File: src/rtl/cpu_defs_pkg.sv
// rtl/cpu_defs_pkg.sv - shared opcodes, sequencer states and instruction-class helper
package cpu_defs_pkg;

    localparam logic [4:0] OPC_ADD  = 5'b00011;
    localparam logic [4:0] OPC_SUB  = 5'b00100;
    localparam logic [4:0] OPC_AND  = 5'b00101;
    localparam logic [4:0] OPC_OR   = 5'b00110;
    localparam logic [4:0] OPC_ROR  = 5'b00111;
    localparam logic [4:0] OPC_ROL  = 5'b01000;
    localparam logic [4:0] OPC_SHR  = 5'b01001;
    localparam logic [4:0] OPC_SHRA = 5'b01010;
    localparam logic [4:0] OPC_SHL  = 5'b01011;
    localparam logic [4:0] OPC_MUL  = 5'b01111;
    localparam logic [4:0] OPC_DIV  = 5'b10000;
    localparam logic [4:0] OPC_NEG  = 5'b10001;
    localparam logic [4:0] OPC_NOT  = 5'b10010;
    localparam logic [4:0] OPC_NOP  = 5'b11001;
    localparam logic [4:0] OPC_HALT = 5'b11010;
    localparam logic [4:0] OPC_INC  = 5'b11111;
    localparam logic [4:0] OPC_IDLE = 5'b00000;

    typedef enum logic [3:0] {
        S_RESET, T0, T1, T2, T3, T4, T5, T6, S_HALT
    } state_e;

    typedef enum logic [2:0] {
        CLS_BINARY, CLS_MULDIV, CLS_UNARY, CLS_NOP, CLS_HALT
    } op_class_e;

    typedef struct packed {
        logic [4:0] opcode;
        logic [3:0] ra;
        logic [3:0] rb;
        logic [3:0] rc;
    } ir_fields_t;

    function automatic op_class_e classify(input logic [4:0] opc);
        case (opc)
            OPC_ADD, OPC_SUB, OPC_AND, OPC_OR, OPC_ROR,
            OPC_ROL, OPC_SHR, OPC_SHRA, OPC_SHL: return CLS_BINARY;
            OPC_MUL, OPC_DIV:                    return CLS_MULDIV;
            OPC_NEG, OPC_NOT:                    return CLS_UNARY;
            OPC_HALT:                            return CLS_HALT;
            default:                             return CLS_NOP;
        endcase
    endfunction

endpackage

File: src/rtl/reg_select.sv
// rtl/reg_select.sv - 4-bit register field plus enable to 16-bit one-hot select
module reg_select (
    input  logic [3:0]  sel,
    input  logic        en,
    output logic [15:0] onehot
);

    always_comb begin
        onehot = '0;
        if (en) begin
            onehot[sel] = 1'b1;
        end
    end

endmodule

File: src/rtl/control_sequencer.sv
// rtl/control_sequencer.sv - Moore fetch/decode/execute control sequencer
module control_sequencer
    import cpu_defs_pkg::*;
#(
    parameter logic [4:0] OP_INC        = OPC_INC,
    parameter int         RESET_PC_HOLD = 1
) (
    input  logic        clock,
    input  logic        clear,
    input  logic [31:0] IR,
    output logic        PCout,
    output logic        MARin,
    output logic        PCin,
    output logic        Read,
    output logic        MDRin,
    output logic        MDRout,
    output logic        IRin,
    output logic        Yin,
    output logic        Zlowout,
    output logic        Zhighout,
    output logic        ZlowIn,
    output logic        ZhighIn,
    output logic        HIin,
    output logic        LOin,
    output logic [15:0] Rin,
    output logic [15:0] Rout,
    output logic [4:0]  alu_op,
    output logic        run
);

    localparam int CNT_W = (RESET_PC_HOLD > 0) ? $clog2(RESET_PC_HOLD + 1) : 1;
    localparam logic [CNT_W-1:0] HOLD_CNT = CNT_W'(RESET_PC_HOLD);

    state_e           state_q, state_d;
    ir_fields_t       ir_q, ir_d;
    logic [CNT_W-1:0] cnt_q, cnt_d;

    logic       rin_en, rout_en;
    logic [3:0] rin_sel, rout_sel;
    op_class_e  cls;

    // Only the opcode and register fields steer the sequence.
    logic unused_ir_bits;
    assign unused_ir_bits = ^IR[14:0];

    assign cls = classify(ir_q.opcode);

    always_ff @(posedge clock or posedge clear) begin
        if (clear) begin
            state_q <= S_RESET;
            ir_q    <= '0;
            cnt_q   <= '0;
        end else begin
            state_q <= state_d;
            ir_q    <= ir_d;
            cnt_q   <= cnt_d;
        end
    end

    always_comb begin
        state_d = state_q;
        ir_d    = ir_q;
        cnt_d   = cnt_q;
        case (state_q)
            S_RESET: begin
                if (cnt_q == HOLD_CNT) begin
                    state_d = T0;
                end else begin
                    cnt_d = cnt_q + 1'b1;
                end
            end
            T0: state_d = T1;
            T1: state_d = T2;
            T2: begin
                // IR is loaded by the datapath on this same edge, so capture the live input.
                state_d = T3;
                ir_d    = IR[31:15];
            end
            T3: begin
                case (cls)
                    CLS_BINARY, CLS_MULDIV, CLS_UNARY: state_d = T4;
                    CLS_HALT:                          state_d = S_HALT;
                    default:                           state_d = T0;
                endcase
            end
            T4: state_d = (cls == CLS_UNARY) ? T0 : T5;
            T5: state_d = (cls == CLS_MULDIV) ? T6 : T0;
            T6: state_d = T0;
            S_HALT: state_d = S_HALT;
            default: state_d = S_RESET;
        endcase
    end

    always_comb begin
        PCout    = 1'b0;
        MARin    = 1'b0;
        PCin     = 1'b0;
        Read     = 1'b0;
        MDRin    = 1'b0;
        MDRout   = 1'b0;
        IRin     = 1'b0;
        Yin      = 1'b0;
        Zlowout  = 1'b0;
        Zhighout = 1'b0;
        ZlowIn   = 1'b0;
        ZhighIn  = 1'b0;
        HIin     = 1'b0;
        LOin     = 1'b0;
        alu_op   = OPC_IDLE;
        rin_en   = 1'b0;
        rin_sel  = 4'd0;
        rout_en  = 1'b0;
        rout_sel = 4'd0;
        run      = (state_q != S_RESET) && (state_q != S_HALT);
        case (state_q)
            T0: begin
                PCout  = 1'b1;
                MARin  = 1'b1;
                ZlowIn = 1'b1;
                alu_op = OP_INC;
            end
            T1: begin
                Zlowout = 1'b1;
                PCin    = 1'b1;
                Read    = 1'b1;
                MDRin   = 1'b1;
            end
            T2: begin
                MDRout = 1'b1;
                IRin   = 1'b1;
            end
            T3: begin
                case (cls)
                    CLS_BINARY: begin
                        rout_en  = 1'b1;
                        rout_sel = ir_q.rb;
                        Yin      = 1'b1;
                    end
                    CLS_MULDIV: begin
                        rout_en  = 1'b1;
                        rout_sel = ir_q.ra;
                        Yin      = 1'b1;
                    end
                    CLS_UNARY: begin
                        rout_en  = 1'b1;
                        rout_sel = ir_q.rb;
                        alu_op   = ir_q.opcode;
                        ZlowIn   = 1'b1;
                    end
                    default: ;
                endcase
            end
            T4: begin
                case (cls)
                    CLS_BINARY: begin
                        rout_en  = 1'b1;
                        rout_sel = ir_q.rc;
                        alu_op   = ir_q.opcode;
                        ZlowIn   = 1'b1;
                    end
                    CLS_MULDIV: begin
                        rout_en  = 1'b1;
                        rout_sel = ir_q.rb;
                        alu_op   = ir_q.opcode;
                        ZlowIn   = 1'b1;
                        ZhighIn  = 1'b1;
                    end
                    CLS_UNARY: begin
                        Zlowout = 1'b1;
                        rin_en  = 1'b1;
                        rin_sel = ir_q.ra;
                    end
                    default: ;
                endcase
            end
            T5: begin
                Zlowout = 1'b1;
                if (cls == CLS_MULDIV) begin
                    LOin = 1'b1;
                end else begin
                    rin_en  = 1'b1;
                    rin_sel = ir_q.ra;
                end
            end
            T6: begin
                Zhighout = 1'b1;
                HIin     = 1'b1;
            end
            default: ;
        endcase
    end

    reg_select u_rin_sel (
        .sel    (rin_sel),
        .en     (rin_en),
        .onehot (Rin)
    );

    reg_select u_rout_sel (
        .sel    (rout_sel),
        .en     (rout_en),
        .onehot (Rout)
    );

endmodule

File: config.mk
export PLATFORM = sky130hd
export DESIGN_NAME = control_sequencer
export DESIGN_NICKNAME = d
export VERILOG_FILES = /design/src/rtl/cpu_defs_pkg.sv /design/src/rtl/reg_select.sv /design/src/rtl/control_sequencer.sv
export SDC_FILE = /design/constraint.sdc
export NUM_CORES = 1
export LEC_CHECK = 0
export BUFFER_PORTS_ARGS = -buffer_cell sky130_fd_sc_hd__buf_2
export CORE_UTILIZATION = 47
export DETAILED_ROUTE_END_ITERATION = 16
export PLACE_DENSITY_LB_ADDON = 0.15
export SKIP_LAST_GASP = 1
export SLEW_MARGIN = 0
export SYNTH_ARGS = -nofsm -noshare
export SYNTH_HDL_FRONTEND = slang
export SYNTH_SLANG_ARGS = --single-unit
File: constraint.sdc
create_clock -name clock -period 2.6 [get_ports clock]
set_input_delay 0.26 -clock clock [delete_from_list [all_inputs] [get_ports clock]]
set_output_delay 0.26 -clock clock [all_outputs]
set_load 0.005 [all_outputs]
Yosys cells after proc, flatten, opt, wreduce, memory -nomap -nowiden --
Memory sizes are Yosys's and may differ from the RTL's. Index checks and enable logic that the tools add are counted.
Word-level totals: output and inout port bits 52, bits in registers 22, memories kept 1, logic and storage cells 72, memory bits (read-only) 96, bits of input ports 34
Memory list:
- (no name shown) | depth 32, width 3, rd ports 1, clocked after memory_dff 0, wr ports 0, RTL line cpu_defs_pkg.sv:38 | case (opc)
Cells by class: magnitude comparators 4, reduce and logical (&&, ||, !) cells 10, equal/unequal tests 13, multiplexer cells 37, $add $sub $neg 1
Operators by type and width (number):
- $pmux W4 S2 | 5
- $pmux W4 S9 | 1
- $mux W16 | 2
- $eq A4 B3 Y1 const B | 4
- $mux W1 | 15
- $pmux W5 S3 | 1
- $mux W4 | 3
- $lt A4 B5 Y1 const B | 2
- $mux W5 | 2
- $demux W1 S4 | 2
- $eq A4 B2 Y1 const B | 2
- $ge A4 B1 Y1 const B | 2
- $mux W3 | 2
- $pmux W1 S2 | 3
- $reduce_or A2 Y1 | 3
- $eq A4 B1 Y1 const B | 1
- $eq A4 B4 Y1 const B | 1
- $logic_not A4 Y1 | 1
- $ne A4 B4 Y1 const B | 1
- $reduce_bool A4 Y1 | 1
- $eq A3 B1 Y1 const B | 1
- $eq A3 B2 Y1 const B | 1
- $eq A3 B3 Y1 const B | 1
- $logic_and A1 B1 Y1 | 3
- other kinds (5) | 5

Logic depth before layout (Yosys ltp) --
Gate-level depths: netlist of run 1. An unclocked memory read counts as a cell.
depth in word-level cells 10, gate-level depth with buffers 9, gate-level depth less buffers 8

Modules after synthesis --
Synthesis of run 1 repeated with hierarchy kept, for this count alone.
Unflattened totals: cell total of the unflattened synthesis 202, area, all modules 1840.5 um^2
Modules (own cells, without submodules):
- control_sequencer | instances 1, sequential area each 550.5 um^2, cells an instance 156, area each 1605.3 um^2
- reg_select | instances 2, sequential area each 0.0 um^2, cells an instance 23, area each 117.6 um^2

Worst setup path after synthesis of run 1 --
Ideal clock, no wire load.
kind register -> output, from register ir_q[12] in the netlist's numbering, to output Rin[12], setup slack 237 ps, required time 2340 ps, cell stages (with the launch flop) 9, arrival 2103 ps, buffers on the path 0, cells stage by stage dfrtp_1 -> inv_1 -> ha_1 -> mux2i_1 -> nor2b_4 -> or4b_4 -> o22ai_4 -> nand4_2 -> a21oi_1
On the way: cells in the longest elaborated chain, start to end 9, elaborated cells on any way between the ends 15, classes of those cells 2 x order compare; 2 x eq/ne; 9 x mux; 1 x reduce/logical; 1 x memory
RTL lines:
- from (decl) | RTL line control_sequencer.sv:35 | ir_fields_t ir_q, ir_d;
- from (signal assigned) | RTL line control_sequencer.sv:55 | ir_q <= ir_d;
- $mem_v2 Z32 W3 *
- $eq A3 B1 Y1 / $eq A3 B2 Y1 (equally long branches) | RTL line control_sequencer.sv:178, control_sequencer.sv:154
- $mux W4, on equally long branches | RTL line control_sequencer.sv:178, control_sequencer.sv:154
- $pmux W4 S2 | RTL line control_sequencer.sv:115 | case (state_q)
- $lt A4 B5 Y1 (implied by the code) / $ge A4 B1 Y1 (equally long branches) | RTL line reg_select.sv:11 | onehot[sel] = 1'b1;
- $logic_and A1 B1 Y1 (implied by the code) | RTL line reg_select.sv:11
- $mux W1 (implied by the code) | RTL line reg_select.sv:11
- $demux W1 S4
- $mux W16 * | RTL line reg_select.sv:10 | if (en) begin
- to (decl) | RTL line control_sequencer.sv:25 | output logic [15:0] Rin,
Every way passes the cells marked *; elsewhere a longest branch is shown, timed or not.

Worst setup path in the final report of run 1 --
from register ir_q[13] in the netlist's numbering, to output Rin[8]
Same word-level chain as after synthesis.

==> results.py, run 1 <==
metrics = {
    "status": {
        "status": "finished with violations",
        "violations": "setup timing",
    },
    "power_and_ir_drop": {
        "comb_power_share_pct": 66.9,
        "seq_power_share_pct": 24.6,
        "p_total_mw": 3.014,
        "switching_share_pct": 46.29,
        "p_per_area_nw_per_um2": 1159,
        "p_leak_nw": 1.205,
        "clkPwrFrac_pct": 8.5,
        "p_int_mw": 1.619,
        "p_switching_mw": 1.395,
        "ir_drop_uv": 700.3,
    },
    "placed_design": {
        "portBuffers": 70,
        "dpl_cell_area_um2": 2227,
        "gp_congestion": 0.8294,
        "dp.cells": 329,
        "dpl.hpwl_mm": 3.333,
        "dp_slack_ns": -0.01400,
    },
    "clock_network": {
        "htree_levels": 1,
        "clockBufferDepth": 2,
        "clk_latency_ns": 0.27,
        "clock-sinks": 22,
        "cts_buffers": 3,
        "cts_tree": "done",
        "clockRootBuffer": "clkbuf_8",
        "clk_pin_slew_worst_paths_ns": 0.08,
        "ctsHoldBuffers": 0,
    },
    "timing": {
        "max_freq_mhz": 355.3,
        "timing.final.ws_setup_ns": -0.2143,
        "setup_viol": 31,
        "slew_headroom_pct": 42.52,
        "fin_crit_sh_pct": 108.2,
        "tightest_slew_ns": 0.8612,
        "finalSetupTns_ns": -4.311,
        "rsz0062_at_grt": "true",
        "slew_violations": 0,
        "hold_slack_ns": 0.1548,
        "finalHoldViolations": 0,
        "fin_skew_ns": 0.002590,
        "period_needed_ns": 2.814,
    },
    "final_layout": {
        "fin_area_um2": 2600,
        "drive_gt1_share_pct": 56.12,
        "final_nets": 332,
        "area_delta_synth_final_pct": 45.93,
        "nFillCells": 271,
        "stdcell_count": 342,
        "register_area_um2": 554.3,
        "insertedDiodeCount": 0,
        "multi_input_area_um2": 1374,
        "fin_util_pct": 71.02,
    },
    "detailed_routing": {
        "ant_nets": 0,
        "routed_wl_mm": 5.110,
        "firstDrtPassIters": 4,
        "drtIter0Drc": 102,
        "routedWlPerCell_um": 14.94,
        "drc": 0,
        "vias_per_cell": 5.564,
        "vias": 1903,
    },
    "hold_path": {
        "min_path_type": "input port to asynchronous set/reset pin",
    },
    "logic_synthesis": {
        "synth_area_um2": 1782,
        "synth_seq_cells": 22,
        "synth_cell_types": 49,
        "yosysMostFrequentCell": "nor2_1",
        "synthCells": 210,
        "synth_compound_area_share_pct": 17.35,
        "synth-adder-area-share_pct": 2.107,
        "synth_area_leaders": "dfrtp_1 31%, mux2_2 9.5%, nor2_1 8.8%",
        "syn_nets": 247,
        "synth_ff_type": "dfrtp_1",
        "synth_edf_count": 0,
        "ys_warn_count": 0,
        "synthArstFlopShare_pct": 100.0,
        "synthTopCellsByCount": "42 x nor2_1, 22 x dfrtp_1, 15 x mux2_2",
        "synth_top_family_by_area": "simple AND/OR/NAND/NOR gates",
        "synth_area_per_cell_um2": 8.484,
        "synthSimpleGateAreaFrac_pct": 32.72,
        "yosys.area_share.xor_xnor_pct": 0,
        "synth_top_cell_area_share_pct": 30.90,
        "seq_area_frac_synth_pct": 30.90,
        "muxShareOfSynthArea_pct": 10.60,
        "synth_area_leader_cell": "dfrtp_1",
    },
    "critical_path": {
        "critPathBufInv": 1,
        "cpPeakStageDelay_ns": 0.56,
        "cpMostUsedCell": "nor2_1",
        "cp-start-kind": "flop",
        "crit_fanout": 5,
        "path_cells": "ha_1 -> nor2b_2 -> nor2_1 -> or4b_4 -> o22ai_4 -> nand3b_1 -> nor2_1 -> buf_2",
        "worst_setup_path_end_kind": "output pin",
        "required_ns": 2.34,
        "r2r_start": "ir_q[13]",
        "setup.worst_path.start": "ir_q[13]",
        "cp.arrival_ns": 2.55,
        "crit_family": "simple AND/OR/NAND/NOR gates",
        "cp_slowest_cell": "or4b_4",
        "critPathKind": "flop to output pin",
    },
    "global_route": {
        "grt_max_degree": 23,
        "grt-ovfl-total": 0,
        "grt_pass1_vias": 1713,
        "grt_pass1_wl_mm": 7.866,
        "grt_busiest_layer": "met2",
        "antenna_found_initial": 0,
        "gr-usage-met1_pct": 32.44,
        "use_met2_pct": 41.36,
        "grt_util_met3_pct": 4.167,
        "grt_usage_pct": 24.47,
    },
    "flow_run": {
        "cap_viol_max_count": 0,
    },
    "die": {
        "initial_utilization_pct": 48.67,
        "ios": 86,
        "die_h_um": 63.57,
        "core-area_um2": 3661,
        "dieWidth_um": 63.57,
        "rows": 22,
        "dieArea_um2": 4041,
    },
}
==> logic make-up after synthesis <==
| group | Yosys count |
|---|---|
| AND/OR/NAND/NOR | 106 |
| AO/OA/AOI/OAI | 40 |
| buffers and inverters | 22 |
| flip-flops | 22 |
| multiplexers | 17 |
| adder cells (fa/ha/maj) | 3 |
==> flip-flops by register name (all words and copies together) (netlist names) <==
register,flops
state_q,4
cnt_q,1
ir_q,17
==> final cells by class <==
cell class | count | area share [%]
inverters | 8 | 1.155
well taps | 48 | 2.310
flip-flops and latches | 22 | 21.32
repair buffers | 93 | 20.26
multi-input cells | 167 | 52.84
clock buffers | 4 | 2.117
==> layer usage <==
layer	wire (um)	up-vias
met5	0	-
li1	-	917
met3	187	12
met1	2301	919
met4	67	0
met2	2554	55
==> cells in the final DEF, fill, tap and decap left out, drive strengths merged, types with 2 or more instances in the layout <==
cell type | synthesis | layout
o22ai | 2 | 3
a221oi | 3 | 3
a22oi | 4 | 4
nor3b | 3 | 3
nor4 | 4 | 4
nand4 | 3 | 3
inv | 8 | 8
and3 | 2 | 2
nor4b | 2 | 2
nor2 | 42 | 42
mux2 | 15 | 15
and2 | 2 | 2
dfrtp | 22 | 22
o21ai | 5 | 5
mux2i | 2 | 2
nor3 | 11 | 11
nor2b | 7 | 7
or2 | 4 | 4
ha | 3 | 3
buf | 12 | 93
clkbuf | 2 | 4
a21o | 2 | 2
o211ai | 5 | 5
a21oi | 8 | 8
nand3b | 3 | 3
nand2 | 12 | 12
nand2b | 7 | 7
o21a | 2 | 2
==> final timing paths <==
kind                            slack [ns]  cells past startpoint          to
worst max-delay path                 -0.21                      8      Rin[8]
worst min-delay path                  0.15                      2     ir_q[0]
worst max register to register        0.47                      7  state_q[1]
worst min register to register        0.46                      2       cnt_q
max in group asynchronous             1.86                      2    ir_q[15]
min in group clock                    0.21                      3    ir_q[13]
==> power groups by stage <==
stage,clock (mW),combinational [mW],sequential [mW]
6_report,0.256,2.02,0.742
5_1_grt,0.274,2.19,0.772
4_1_cts,0.259,1.80,0.724
3_5_place_dp,0,1.54,0.706
3_3_place_gp,0,1.51,0.701
2_1_floorplan,0,1.15,0.644
==> what timing repair did <==
item,CTS,global route
setup endpoints to repair,33,38
setup buffers,5,3
pin swaps,20,9
gates resized for setup,25,28
gates cloned,1,0
==> worst reg2reg max path, cell delays in order, from the launching register on <==
cell and delay, ns:
dfrtp_2 0.45, ha_1 0.27, nor2b_2 0.16, nor2_1 0.06, or4b_4 0.56, buf_4 0.18, a21oi_1 0.19, o31ai_1 0.12
No activity file was read; power rests on OpenSTA's default activity.
==> run 2: changes to the inputs <==
--- a/config.mk
+++ b/config.mk
@@ -13,4 +13,5 @@
 export SLEW_MARGIN = 0
 export SYNTH_ARGS = -nofsm -noshare
 export SYNTH_HDL_FRONTEND = slang
+export SYNTH_HIERARCHICAL = 1
 export SYNTH_SLANG_ARGS = --single-unit
==> results.py, run 2 <==
metrics = {
    "status": {
        "status": "finished with violations",
        "violations": "setup timing",
    },
    "die": {
        "initial_utilization_pct": 49.53,
        "dieArea_um2": 4170,
        "rows": 22,
        "ios": 86,
        "die_h_um": 64.58,
        "core-area_um2": 3716,
        "dieWidth_um": 64.58,
    },
    "detailed_routing": {
        "routedWlPerCell_um": 15.23,
        "routed_wl_mm": 5.346,
        "drc": 0,
        "firstDrtPassIters": 5,
        "ant_nets": 0,
        "vias_per_cell": 5.410,
        "vias": 1899,
        "drtIter0Drc": 124,
    },
    "final_layout": {
        "final_cell_mix": "70 x buf_2, 33 x buf_4, 24 x nor2_1",
        "final_nets": 342,
        "drive_gt1_share_pct": 63.70,
        "layout_commonest_cell": "buf_2",
        "area_delta_synth_final_pct": 48.67,
        "largest_register": "ir_q",
        "reg_top3": "ir_q (17), state_q (4), cnt_q (1)",
        "nFillCells": 278,
        "largest_register_ffs": 17,
        "insertedDiodeCount": 0,
    },
    "global_route": {
        "antenna_found_initial": 0,
        "grt_pass1_vias": 1719,
        "grt_pass1_wl_mm": 8.073,
        "grt_max_degree": 23,
        "grt_usage_pct": 25.00,
        "grt-ovfl-total": 0,
    },
    "logic_synthesis": {
        "synth_area_leader_cell": "dfrtp_1",
        "synth_cell_types": 52,
        "synthTopCellsByCount": "33 x nor2_1, 22 x dfrtp_1, 12 x mux2_2, 12 x nor3_1, 10 x nand2_1",
        "synthArstFlopShare_pct": 100.0,
        "synth_area_um2": 1841,
        "synth_ff_type": "dfrtp_1",
        "synthCells": 202,
        "synth_edf_count": 0,
        "synth_seq_cells": 22,
        "synth_area_leaders": "dfrtp_1 30%, mux2_2 7.3%, nor2_1 6.7%",
        "syn_nets": 239,
        "yosysMostFrequentCell": "nor2_1",
        "ys_warn_count": 6,
        "synth_top_cell_area_share_pct": 29.91,
        "seq_area_frac_synth_pct": 29.91,
        "synth_area_per_cell_um2": 9.111,
    },
    "placed_design": {
        "portBuffers": 70,
        "dpl.hpwl_mm": 3.428,
        "gp_congestion": 0.7945,
    },
    "clock_network": {
        "ctsHoldBuffers": 0,
        "clock-sinks": 22,
        "clockRootBuffer": "clkbuf_8",
        "htree_levels": 1,
        "cts_buffers": 3,
        "clockBufferDepth": 2,
        "clk_latency_ns": 0.26,
        "clk_pin_slew_worst_paths_ns": 0.08,
        "cts_tree": "done",
    },
    "timing": {
        "finalSetupTns_ns": -7.369,
        "rsz0062_at_grt": "true",
        "slew_violations": 0,
        "timing.final.ws_setup_ns": -0.3163,
        "fin_crit_sh_pct": 112.2,
        "tightest_slew_ns": 0.8957,
        "setup_viol": 32,
        "fin_skew_ns": 0.002380,
        "slew_headroom_pct": 40.22,
        "period_needed_ns": 2.916,
        "max_freq_mhz": 342.9,
        "finalHoldViolations": 0,
    },
    "flow_run": {
        "cap_viol_max_count": 0,
    },
    "critical_path": {
        "critPathKind": "flop to output pin",
        "setup.worst_path.start": "ir_q[13]",
        "worst_setup_path_end_kind": "output pin",
        "r2r_cells": 10,
        "crit_fanout": 4,
        "r2r_start": "ir_q[13]",
        "cp-start-kind": "flop",
        "cp.arrival_ns": 2.66,
        "required_ns": 2.34,
    },
    "hold_path": {
        "min_path_type": "input port to asynchronous set/reset pin",
    },
    "power_and_ir_drop": {
        "p_leak_nw": 1.273,
        "p_total_mw": 3.079,
        "p_per_area_nw_per_um2": 1125,
        "ir_drop_uv": 712.8,
    },
}
-- run 2: worst paths after layout --
path,slack (ns),end
hold / removal,0.17,ir_q[13]
min in group clock,0.20,ir_q[12]
hold reg to reg,0.50,cnt_q
max in group asynchronous,1.82,ir_q[15]
setup reg to reg,0.57,state_q[0]
setup / recovery,-0.32,Rout[2]
-- run 2: area by class of cell --
class | count | area, um^2 | area share, %
flip-flops and latches | 22 | 554.3 | 20.26
inverters | 10 | 37.54 | 1.372
clock buffers | 3 | 41.29 | 1.509
well taps | 48 | 60.06 | 2.195
repair buffers | 114 | 721.9 | 26.38
multi-input cells | 154 | 1321 | 48.29
-- run 2: critical path, cell delays in order, from the launching register on --
cell,delay (ns)
dfrtp_1,0.42
inv_2,0.08
ha_4,0.28
nand4bb_1,0.16
o21ai_2,0.13
nor2_2,0.09
o21ai_0,0.13
nor3b_1,0.24
buf_4,0.17
or3b_4,0.41
nor2_1,0.14
buf_2,0.13
-- run 2: power by group --
group	internal [mW]	switching, mW	leakage, nW
combinational	1.09	1.08	0.995
clock	0.104	0.114	0.0216
sequential	0.508	0.186	0.257
-- run 2: cell families after synthesis --
group,synth area share (%)
AOI/OAI and AO/OA,20.05
DFF,29.91
and+or+nand+nor,31.34
buffers and inverters,8.701
muxes,7.954
adders and majority gates,2.040
-- run 2: stage by stage --
stage                     std cells  hold WS (ns)  instance area (um^2)  util [%]  setup slack (ns)
after floorplan                 202        0.2492                  1841         -            0.1645
after global placement          323        0.4684                  2271     61.11          -0.04072
after detailed placement        323        0.4772                  2271     61.11          -0.08418
after CTS                       346        0.2003                  2601     70.00           -0.1926
after global routing            351        0.2092                  2736     73.64           -0.4099
final                           351        0.1724                  2736     73.64           -0.3163
-- run 2: layer usage --
metal	track usage, %	vias up	wire (um)
met5	0	-	0
li1	-	913	-
met3	3.697	6	173
met1	32.93	932	2448
met4	5.000	0	42
met2	43.29	48	2681
-- run 2: what timing repair did --
| item | CTS | global route |
|---|---|---|
| pin swaps | 25 | 15 |
| setup buffers | 20 | 5 |
| gates cloned | 0 | 0 |
| gates resized for setup | 33 | 26 |
| setup endpoints to repair | 32 | 35 |
| hold endpoints to repair | 0 | 0 |
